===== config.mk =====
export PLATFORM = sky130hd
export DESIGN_NAME = d5m_cfg_sequencer
export DESIGN_NICKNAME = d
export VERILOG_FILES = /design/src/rtl/d5m_cfg_sequencer.sv
export SDC_FILE = /design/constraint.sdc
export NUM_CORES = 1
export LEC_CHECK = 0
export CORE_MARGIN = 1.5
export CORE_UTILIZATION = 54
export CTS_BUF_LIST = sky130_fd_sc_hd__clkbuf_4 sky130_fd_sc_hd__clkbuf_8 sky130_fd_sc_hd__clkbuf_16
export CTS_CLUSTER_DIAMETER = 100
export CTS_CLUSTER_SIZE = 20
export DETAILED_ROUTE_END_ITERATION = 16
export PLACE_DENSITY = 0.85
export SLEW_MARGIN = 20
export SYNTH_ARGS = -nofsm -noshare
export SYNTH_HDL_FRONTEND = slang
export SYNTH_SLANG_ARGS = --single-unit
export TNS_END_PERCENT = 20

===== constraint.sdc =====
create_clock -name clk -period 5.3 [get_ports clk]
set_input_delay 1.59 -clock clk [delete_from_list [all_inputs] [get_ports clk]]
set_output_delay 1.59 -clock clk [all_outputs]
set_load 0.02 [all_outputs]

===== src/rtl/d5m_cfg_sequencer.sv =====
// D5M register-table configuration sequencer: walks a per-profile table and
// issues register writes to the serial-bus master with bounded NACK retry.
module d5m_cfg_sequencer #(
  parameter  int ADDR_W    = 8,
  parameter  int DATA_W    = 16,
  parameter  int DEPTH     = 256,
  parameter  int NUM_PROF  = 2,
  parameter  int MAX_RETRY = 3,
  localparam int IDX_W     = $clog2(DEPTH),
  localparam int PROF_W    = (NUM_PROF > 1) ? $clog2(NUM_PROF) : 1,
  localparam int ENT_W     = 2 + ADDR_W + DATA_W
) (
  input  logic                    clk,
  input  logic                    rst,
  input  logic                    start,
  input  logic [PROF_W-1:0]       profile_sel,
  output logic [PROF_W+IDX_W-1:0] tbl_addr,
  input  logic [ENT_W-1:0]        tbl_data,
  output logic                    wr_valid,
  input  logic                    wr_ready,
  output logic [ADDR_W-1:0]       wr_reg,
  output logic [DATA_W-1:0]       wr_data,
  input  logic                    rsp_valid,
  input  logic                    rsp_nack,
  output logic                    busy,
  output logic                    done,
  output logic                    error,
  output logic [IDX_W-1:0]        err_index,
  output logic [IDX_W:0]          wr_count
);
  localparam int RETRY_W = (MAX_RETRY > 0) ? $clog2(MAX_RETRY + 1) : 1;
  localparam logic [PROF_W:0]    PROF_LIM  = (PROF_W + 1)'(NUM_PROF);
  localparam logic [PROF_W-1:0]  PROF_MAX  = PROF_W'(NUM_PROF - 1);
  localparam logic [RETRY_W-1:0] RETRY_MAX = RETRY_W'(MAX_RETRY);

  typedef enum logic [2:0] {
    S_IDLE, S_FETCH, S_DECODE, S_REQ, S_RSP, S_DELAY, S_FIN, S_ERR
  } state_e;

  typedef enum logic [1:0] {
    OP_WRITE = 2'b00, OP_DELAY = 2'b01, OP_END = 2'b10, OP_SKIP = 2'b11
  } op_e;

  state_e             r_state, w_next;
  op_e                w_op;
  logic [PROF_W-1:0]  r_prof, w_prof_sel;
  logic [IDX_W-1:0]   r_index, r_err_index;
  logic [RETRY_W-1:0] r_retry;
  logic [DATA_W-1:0]  r_dly;
  logic [ADDR_W-1:0]  r_wr_reg;
  logic [DATA_W-1:0]  r_wr_data;
  logic [IDX_W:0]     r_wr_count;
  logic               w_start_ok, w_last, w_adv;

  assign w_op       = op_e'(tbl_data[ENT_W-1 -: 2]);
  assign w_prof_sel = ({1'b0, profile_sel} >= PROF_LIM) ? PROF_MAX : profile_sel;
  assign w_start_ok = start && (r_state == S_IDLE || r_state == S_FIN || r_state == S_ERR);
  assign w_last     = (r_index == '1);

  always_ff @(posedge clk or posedge rst) begin
    if (rst) r_state <= S_IDLE;
    else     r_state <= w_next;
  end

  // w_adv marks "entry finished"; the index step and FIN-on-last share it.
  always_comb begin
    w_next = r_state;
    w_adv  = 1'b0;
    case (r_state)
      S_IDLE, S_FIN, S_ERR: if (start) w_next = S_FETCH;
      S_FETCH:  w_next = S_DECODE;
      S_DECODE: begin
        case (w_op)
          OP_WRITE: w_next = S_REQ;
          OP_DELAY: w_next = S_DELAY;
          OP_END:   w_next = S_FIN;
          default:  w_adv  = 1'b1;
        endcase
      end
      S_REQ: if (wr_ready) w_next = S_RSP;
      S_RSP: begin
        if (rsp_valid) begin
          if (!rsp_nack)                w_adv  = 1'b1;
          else if (r_retry == RETRY_MAX) w_next = S_ERR;
          else                          w_next = S_REQ;
        end
      end
      S_DELAY: if (r_dly == DATA_W'(1)) w_adv = 1'b1;
      default: w_next = S_IDLE;
    endcase
    if (w_adv) w_next = w_last ? S_FIN : S_FETCH;
  end

  always_comb begin
    wr_valid = (r_state == S_REQ);
    busy     = !(r_state == S_IDLE || r_state == S_FIN || r_state == S_ERR);
    done     = (r_state == S_FIN);
    error    = (r_state == S_ERR);
  end

  assign tbl_addr  = {r_prof, r_index};
  assign wr_reg    = r_wr_reg;
  assign wr_data   = r_wr_data;
  assign err_index = r_err_index;
  assign wr_count  = r_wr_count;

  always_ff @(posedge clk or posedge rst) begin
    if (rst) begin
      r_prof      <= '0;
      r_index     <= '0;
      r_retry     <= '0;
      r_dly       <= '0;
      r_wr_reg    <= '0;
      r_wr_data   <= '0;
      r_wr_count  <= '0;
      r_err_index <= '0;
    end else begin
      if (w_start_ok) begin
        r_prof     <= w_prof_sel;
        r_index    <= '0;
        r_retry    <= '0;
        r_wr_count <= '0;
      end
      if (r_state == S_DECODE) begin
        if (w_op == OP_WRITE) begin
          r_wr_reg  <= tbl_data[DATA_W +: ADDR_W];
          r_wr_data <= tbl_data[DATA_W-1:0];
        end
        if (w_op == OP_DELAY)
          r_dly <= (tbl_data[DATA_W-1:0] == '0) ? DATA_W'(1) : tbl_data[DATA_W-1:0];
      end
      if (r_state == S_DELAY) r_dly <= r_dly - DATA_W'(1);
      if (r_state == S_RSP && rsp_valid) begin
        if (!rsp_nack) begin
          r_wr_count <= r_wr_count + (IDX_W + 1)'(1);
          r_retry    <= '0;
        end else if (r_retry == RETRY_MAX) begin
          r_err_index <= r_index;
        end else begin
          r_retry <= r_retry + RETRY_W'(1);
        end
      end
      if (w_adv && !w_last) r_index <= r_index + IDX_W'(1);
    end
  end
endmodule


==> results of run 1 <==
-- layout by cell type (no fill, tap or decap), types with 4 or more instances in the layout --
master and n:
dfrtp_1 71, a221o_1 4, nor4_1 8, nor3_1 8
a211oi_1 8, mux2_2 33, and2_1 7, o21ai_0 17
nand3b_1 4, inv_1 4, a21oi_1 13, nand4_1 4
nand3_1 14, and3_1 5, clkbuf_8 9, ha_1 11
nor2b_1 6, nor4bb_1 4, clkdlybuf4s50_1 86, nand2_1 30
o211ai_1 6, nor2_1 25
-- metal layers --
layer	up-vias	global-route usage (%)
met5	-	0
li1	1461	-
met2	87	35.6
met4	0	8.80
met1	1485	35.4
met3	11	5.49
-- cell type report --
type / count / area [µm²] / share of cell area, %
clock buffers: 11 / 139 / 2.88
clock inverters: 5 / 82.6 / 1.71
inverters: 5 / 18.8 / 0.389
multi-input cells: 256 / 1830 / 37.9
flip-flops and latches: 71 / 1780 / 36.8
well taps: 77 / 96.3 / 2.00
repair buffers: 89 / 883 / 18.3
-- cell families after synthesis --
| group | synth area share (%) |
|---|---|
| adder cells (fa/ha/maj) | 3.72 |
| AO/OA/AOI/OAI | 13.0 |
| multiplexers | 10.9 |
| AND/OR/NAND/NOR | 20.3 |
| flip-flops | 48.0 |
| XOR/XNOR | 1.42 |
| buffers and inverters | 2.60 |
-- critical path, delay by kind of cell (launching register included) --
kind,cells,cell delay (ps)
simple gates,2,540
flops,1,660
buf+inv,1,590
-- path summary, 6_finish.rpt --
check	from	endpoint	slack [ps]	depth (start not counted)
max in group asynchronous	rst	r_dly[3]	2680	3
setup / recovery	r_state[1]	wr_valid	1570	3
hold / removal	r_prof	r_prof	480	2
setup reg to reg	r_state[0]	r_index[2]	2820	5
min in group asynchronous	rst	err_index[1]	1660	2
hold reg to reg	r_prof	r_prof	480	2
-- power groups by stage --
stage	clock, mW	combinational (mW)	sequential, mW
3_3_place_gp	0	0.890	0.905
2_1_floorplan	0	0.488	0.964
5_1_grt	0.510	0.986	0.939
3_5_place_dp	0	0.910	0.912
6_report	0.482	0.910	0.906
4_1_cts	0.488	0.916	0.903
-- per-stage QoR --
stage | cells | total power [mW] | hold slack, ps
finish | 514 | 2.30 | 481
global route | 514 | 2.43 | 524
CTS | 514 | 2.31 | 483
global placement | 498 | 1.79 | 458
detailed placement | 498 | 1.82 | 463
floorplan | 349 | 1.45 | 447
==> impl_metrics.tcl, run 1 <==
set metrics [dict create \
    netlist_area_mm2 0.00370 \
    cts_max_level 3 \
    post-route-util_pct 74.3 \
    ios 87 \
    wl_per_cell_um 16.6 \
    yosysWarnings 0 \
    p_leak_nw 2.01 \
    met2WireLength_um 3980 \
    drt-met1-wl_um 3990 \
    dpl.hpwl_um 6030 \
    cpMaxStageDelayCell "dfrtp_1" \
    antenna_found_initial 0 \
    seqPwrFrac_pct 39.4 \
    min_path_type "flip-flop to flip-flop" \
    rsz0062_at_grt "false" \
    p_sw_uw 845 \
    finalSetupViolCount 0 \
    tightest_slew_ps 751 \
    fp.dieW_um 85.8 \
    vias 3044 \
    die-area_mm2 0.00735 \
    synth_cell_type_count 54 \
    numCtsBuffers 9 \
    synth_seq_cells 71 \
    drtIter0Drc 156 \
    gp_congestion 0.836 \
    clock-skew-final_ps 11.2 \
    path_cells "nor2b_1 -> and2_1 -> clkdlybuf4s50_1" \
    max_clock_freq_mhz 268 \
    grt_pass1_wl_um 14100 \
    clock-sinks 71 \
    maxSlewViolCount 0 \
    cts_buffer_depth 2 \
    post-cts-setup-buffers 0 \
    p_int_mw 1.45 \
    critical_path_class "flip-flop to output port" \
    post-route-min-period_ps 3730 \
    std_cell_rows 29 \
    place_area_mm2 0.00460 \
    p_sw_share_pct 36.7 \
    clkLatencyLatePin_ps 350 \
    pre_cts_ws_ps 1440 \
    avgSynthCellArea_um2 10.6 \
    synth_top_area_share_pct 48.0 \
    ctsHoldBuffers 0 \
    arrival_ps 2140 \
    cts_resized 0 \
    wl_met3_um 453 \
    design_area_mm2 0.00482 \
    min_period_over_period_pct 70.3 \
    gr-total-overflow 0 \
    power_frac_comb_pct 39.6 \
    ys_seq_area_share_pct 48.0 \
    start_util_pct 56.9 \
    synth_edf_count 0 \
    antenna_left 0 \
    synth_top_cells_by_area "dfrtp_1 (48%), mux2_2 (10%), ha_1 (3.7%)" \
    antenna_cells 0 \
    fp.coreArea_mm2 0.00649 \
    synth_flop_cell "dfrtp_1" \
    n_fill_cell 469 \
    clk_pin_slew_ps 80 \
    synth.most_common_cell "dfrtp_1" \
    p_clk_share_pct 21.0 \
    finalWirelength_um 8530 \
    required_ps 3710 \
    status "finished clean" \
    async_flop_share_pct 100 \
    slew_headroom_pct 49.8 \
    cts_root_buf "clkbuf_8" \
    viasPerCell 5.92 \
    synthToLayoutAreaGrowth_pct 30.4 \
    synth_top_area_cell "dfrtp_1" \
    end_kind "output port" \
    drive_gt1_share_pct 13.7 \
    grt_pass1_vias 2911 \
    p_per_area_mw_per_mm2 477 \
    layout_setup_ws_ps 1570 \
    syn_nets 393 \
    cts_tree "built" \
    die_y_um 85.8 \
    crit_fanout 19 \
    numPortBuffers 86 \
    drc 0 \
    nets 476 \
    critical-path-max-stage-delay_ps 660 \
    synth_common_cells "dfrtp_1 (71), mux2_2 (33), nand2_1 (30), nor2_1 (25), o21ai_0 (17)" \
    ir_drop_v 0.000365 \
    firstDrtPassIters 5 \
    tns_ps 0 \
    cap_violations 0 \
    top_layer_used "met4" \
    finalHoldViolCount 0 \
    cp-start-kind "flip-flop" \
    grt_max_degree 39 \
    grt_usage_pct 24.2 \
    synth_cells 349 \
]
Power figures use the tool's default switching activity.
==> run 2: changes to the inputs <==
--- a/config.mk
+++ b/config.mk
@@ -6,12 +6,12 @@
 export NUM_CORES = 1
 export LEC_CHECK = 0
 export CORE_MARGIN = 1.5
-export CORE_UTILIZATION = 54
+export CORE_UTILIZATION = 45
 export CTS_BUF_LIST = sky130_fd_sc_hd__clkbuf_4 sky130_fd_sc_hd__clkbuf_8 sky130_fd_sc_hd__clkbuf_16
 export CTS_CLUSTER_DIAMETER = 100
 export CTS_CLUSTER_SIZE = 20
 export DETAILED_ROUTE_END_ITERATION = 16
-export PLACE_DENSITY = 0.85
+export PLACE_DENSITY = 0.75
 export SLEW_MARGIN = 20
 export SYNTH_ARGS = -nofsm -noshare
 export SYNTH_HDL_FRONTEND = slang
==> constraint.sdc (replaced) <==
create_clock -name clk -period 3.1 [get_ports clk]
set_input_delay 0.93 -clock clk [delete_from_list [all_inputs] [get_ports clk]]
set_output_delay 0.93 -clock clk [all_outputs]
set_load 0.02 [all_outputs]
==> impl_metrics.tcl, run 2 (synthesized netlist as in run 1, its figures left out) <==
set metrics [dict create \
    cp-start-kind "flip-flop" \
    arrival_ps 1980 \
    vias 3107 \
    ctsHoldBuffers 0 \
    die_y_um 93.7 \
    clkLatencyLatePin_ps 340 \
    required_ps 2170 \
    cts_tree "built" \
    antenna_left 0 \
    end_kind "output port" \
    numPortBuffers 86 \
    numCtsBuffers 9 \
    finalSetupViolCount 0 \
    fp.coreArea_mm2 0.00785 \
    pre_cts_ws_ps 130 \
    p_sw_mw 1.47 \
    post-route-min-period_ps 2910 \
    p_clk_share_pct 18.9 \
    drc 0 \
    start_util_pct 47.1 \
    post-cts-setup-buffers 0 \
    drtIter0Drc 134 \
    gr-total-overflow 0 \
    clock-sinks 71 \
    mostFrequentLayoutCells "clkdlybuf4s50_1 (86), dfrtp_1 (71), mux2_2 (33)" \
    cts_max_level 3 \
    layout_setup_ws_ps 191 \
    dpl.hpwl_um 6420 \
    cap_violations 0 \
    antenna_cells 0 \
    grt_max_degree 72 \
    power_frac_comb_pct 41.8 \
    grt_pass1_wl_um 14700 \
    slew_headroom_pct 52.6 \
    seqPwrFrac_pct 39.3 \
    cts_root_buf "clkbuf_8" \
    grt_usage_pct 21.2 \
    p_leak_nw 2.04 \
    p_per_area_mw_per_mm2 793 \
    clock-skew-final_ps 13.9 \
    ios 87 \
    clk_pin_slew_ps 80 \
    drive_gt1_share_pct 15.1 \
    wl_per_cell_um 16.3 \
    critical_path_class "flip-flop to output port" \
    viasPerCell 5.68 \
    status "finished clean" \
    p_sw_share_pct 37.8 \
    grt_pass1_vias 3035 \
    cts_resized 0 \
    die-area_mm2 0.00877 \
    p_int_mw 2.42 \
    maxSlewViolCount 0 \
    antenna_found_initial 0 \
    finalWirelength_um 8910 \
    tightest_slew_ps 704 \
    rsz0062_at_grt "false" \
    hold_ws_ps 493 \
    mostFrequentLayoutCell "clkdlybuf4s50_1" \
    std_cell_rows 32 \
    crit_fanout 11 \
    cts_buffer_depth 2 \
    min_period_over_period_pct 93.8 \
    nets 484 \
    fp.dieW_um 93.7 \
    max_clock_freq_mhz 344 \
    synthToLayoutAreaGrowth_pct 32.5 \
    tns_ps 0 \
    firstDrtPassIters 4 \
    gp_congestion 0.827 \
    min_path_type "flip-flop to flip-flop" \
    n_fill_cell 660 \
    finalHoldViolCount 0 \
    ir_drop_v 0.000525 \
]
## run 2: changes by cell type in the layout (fill, tap and decap cells not counted)
cell / previous run / this run
buf_4: 3 / 10
and3b_1: 3 / 4
bufinv_16: 2 / 1
and3b_2: 1 / 0
inv_6: 0 / 1
clkbuf_4: 2 / 0
buf_12: 0 / 1
clkinv_2: 1 / 3
## run 2: area by class of cell
class | count | area [µm²] | area share [%]
well taps | 102 | 128 | 2.60
flip-flops and latches | 71 | 1780 | 36.3
inverters | 5 | 18.8 | 0.383
repair buffers | 97 | 956 | 19.5
multi-input cells | 256 | 1830 | 37.3
clock buffers | 9 | 124 | 2.53
clock inverters | 7 | 71.3 | 1.46
## run 2: worst max-delay path: stages, from the launching register on
cell and delay (ps):
dfrtp_1 530, nor2b_1 350, and2_1 170, clkdlybuf4s50_1 590
## run 2: per-layer routing
metal	track usage, %	vias up	part of all wire (%)
li1	-	1475	-
met4	6.22	0	0.81
met1	27.0	1550	43
met3	6.07	9	4.7
met2	35.1	73	51
met5	0	-	0
## run 2: metrics by stage
step	power [mW]	cells	area [µm²]	util, %
finish	3.89	547	4900	62.4
global route	4.14	547	4900	62.4
CTS	3.92	547	4900	62.4
detailed placement	3.17	531	4700	59.9
global placement	3.11	531	4700	59.9
floorplan	2.48	349	3700	-
## run 2: power groups by stage
stage / Clock, mW / Sequential (mW) / Combinational (mW)
floorplan: 0 / 1.65 / 0.835
global placement: 0 / 1.53 / 1.59
detailed placement: 0 / 1.54 / 1.62
CTS: 0.758 / 1.53 / 1.63
global route: 0.803 / 1.58 / 1.76
finish: 0.735 / 1.53 / 1.62
## run 2: path summary, 6_finish.rpt
check	from	endpoint	slack [ps]	depth (start not counted)
max in group asynchronous	rst	r_dly[3]	1820	3
worst min register to register	r_prof	r_prof	490	2
worst max-delay path	r_state[1]	wr_valid	190	3
worst max register to register	r_state[0]	r_dly[12]	710	5
min in group asynchronous	rst	wr_reg[3]	980	3
worst min-delay path	r_prof	r_prof	490	2
==> run 3: changes to the inputs <==
--- a/config.mk
+++ b/config.mk
@@ -6,12 +6,12 @@
 export NUM_CORES = 1
 export LEC_CHECK = 0
 export CORE_MARGIN = 1.5
-export CORE_UTILIZATION = 45
+export CORE_UTILIZATION = 54
 export CTS_BUF_LIST = sky130_fd_sc_hd__clkbuf_4 sky130_fd_sc_hd__clkbuf_8 sky130_fd_sc_hd__clkbuf_16
 export CTS_CLUSTER_DIAMETER = 100
 export CTS_CLUSTER_SIZE = 20
 export DETAILED_ROUTE_END_ITERATION = 16
-export PLACE_DENSITY = 0.75
+export PLACE_DENSITY = 0.85
 export SLEW_MARGIN = 20
 export SYNTH_ARGS = -nofsm -noshare
 export SYNTH_HDL_FRONTEND = slang
==> constraint.sdc (replaced) <==
create_clock -name clk -period 3.5 [get_ports clk]
set_input_delay 1.05 -clock clk [delete_from_list [all_inputs] [get_ports clk]]
set_output_delay 1.05 -clock clk [all_outputs]
set_load 0.02 [all_outputs]
==> impl_metrics.tcl, run 3 (synthesized netlist as in run 1, its figures left out) <==
set metrics [dict create \
    die_y_um 85.8 \
    layout_setup_ws_ps 472 \
    rsz0062_at_grt "false" \
    drc 0 \
    ctsHoldBuffers 0 \
    clock-sinks 71 \
    pre_cts_ws_ps 351 \
    holdCritStartpoint "r_prof" \
    tns_ps 0 \
    clkLatencyLatePin_ps 340 \
    r2r-start "r_state[0]" \
    wl_per_cell_um 16.9 \
    cts_root_buf "clkbuf_8" \
    arrival_ps 1980 \
    min_to "r_prof" \
    grt_pass1_wl_um 14500 \
    design_area_mm2 0.00491 \
    required_ps 2450 \
    post-route-min-period_ps 3030 \
    status "finished clean" \
    numPortBuffers 86 \
    post-cts-setup-buffers 0 \
    r2r_cells 5 \
    min_period_over_period_pct 86.5 \
    gr-total-overflow 0 \
    dpl.hpwl_um 6170 \
    cts_resized 0 \
    firstDrtPassIters 4 \
    maxSlewViolCount 0 \
    antenna_found_initial 0 \
    min_path_type "flip-flop to flip-flop" \
    cap_violations 0 \
    end_kind "output port" \
    max_clock_freq_mhz 330 \
    grt_max_degree 72 \
    finalHoldViolCount 0 \
    n_fill_cell 448 \
    drtIter0Drc 231 \
    vias 3134 \
    place_area_mm2 0.00467 \
    tightest_slew_ps 569 \
    met2_usage_pct 38.2 \
    finalWirelength_um 8800 \
    regToRegSetupSlack_ps 1150 \
    cts_tree "built" \
    reg2reg_to "r_index[3]" \
    grt_usage_pct 24.9 \
    mostFrequentLayoutCells "clkdlybuf4s50_1 (86), dfrtp_1 (71), mux2_2 (33)" \
    nets 483 \
    p_leak_nw 2.05 \
    top_usage_layer "met2" \
    critical_path_class "flip-flop to output port" \
    start_util_pct 56.9 \
    viasPerCell 6.03 \
    numCtsBuffers 9 \
    cp-start-kind "flip-flop" \
    power.total_mw 3.60 \
    cts_max_level 3 \
    antenna_left 0 \
    clk_pin_slew_ps 70 \
    std_cell_rows 29 \
    grt_pass1_vias 3019 \
    p_per_area_mw_per_mm2 734 \
    use_met3_pct 6.64 \
    ir_drop_v 0.000478 \
    cts_buffer_depth 2 \
    die-area_mm2 0.00735 \
    fp.coreArea_mm2 0.00649 \
    antenna_cells 0 \
    ios 87 \
    clock-skew-final_ps 10.8 \
    crit_fanout 16 \
    slew_headroom_pct 61.5 \
    use_met1_pct 34.6 \
    synthToLayoutAreaGrowth_pct 32.7 \
    drive_gt1_share_pct 14.7 \
    hold_path_depth 2 \
    finalSetupViolCount 0 \
    gp_congestion 0.850 \
    mostFrequentLayoutCell "clkdlybuf4s50_1" \
    fp.dieW_um 85.8 \
]
[run 3: cell count changes in the layout (fill, tap and decap cells not counted)]
cell | before | now
clkinv_2 | 3 | 0
bufinv_16 | 1 | 3
buf_4 | 10 | 9
clkbuf_8 | 9 | 10
clkinv_4 | 2 | 1
clkinvlp_4 | 0 | 1
inv_6 | 1 | 0
[run 3: worst max-delay path, stage by stage (launching register included)]
cell and delay [ps]:
dfrtp_1 520, nor2b_1 340, and2_1 180, clkdlybuf4s50_1 590
[run 3: how the worst max path moves through the flow]
stage / start / endpoint / slack (ps)
2_1_floorplan: rst / err_index[0] / 650
3_3_place_gp: tbl_data[24] / r_index[2] / 430
3_5_place_dp: tbl_data[24] / r_index[3] / 350
4_1_cts: r_state[2] / wr_valid / 460
5_1_grt: r_state[2] / wr_valid / 340
6_report: r_state[2] / wr_valid / 470
[run 3: area by class of cell]
class	count	area, µm²	area share, %
clock buffers	10	138	2.80
clock inverters	5	106	2.17
inverters	5	18.8	0.382
multi-input cells	256	1830	37.2
flip-flops and latches	71	1780	36.2
well taps	77	96.3	1.96
repair buffers	96	948	19.3
[run 3: per-layer routing]
| metal | share of wire, % | vias up |
|---|---|---|
| met5 | 0 | - |
| met4 | 1.4 | 0 |
| met2 | 47 | 94 |
| li1 | - | 1483 |
| met1 | 46 | 1543 |
| met3 | 5.8 | 14 |
[run 3: where the power goes]
part / internal (mW) / switching (mW)
sequential: 1.09 / 0.262
clock: 0.490 / 0.307
combinational: 0.723 / 0.733
total: 2.30 / 1.30
[run 3: per-stage QoR]
stage	util, %	hold WS [ps]	cells
floorplan	-	447	349
global placement	71.8	458	505
detailed placement	71.8	469	505
CTS	75.6	490	520
global route	75.6	526	520
finish	75.6	481	520
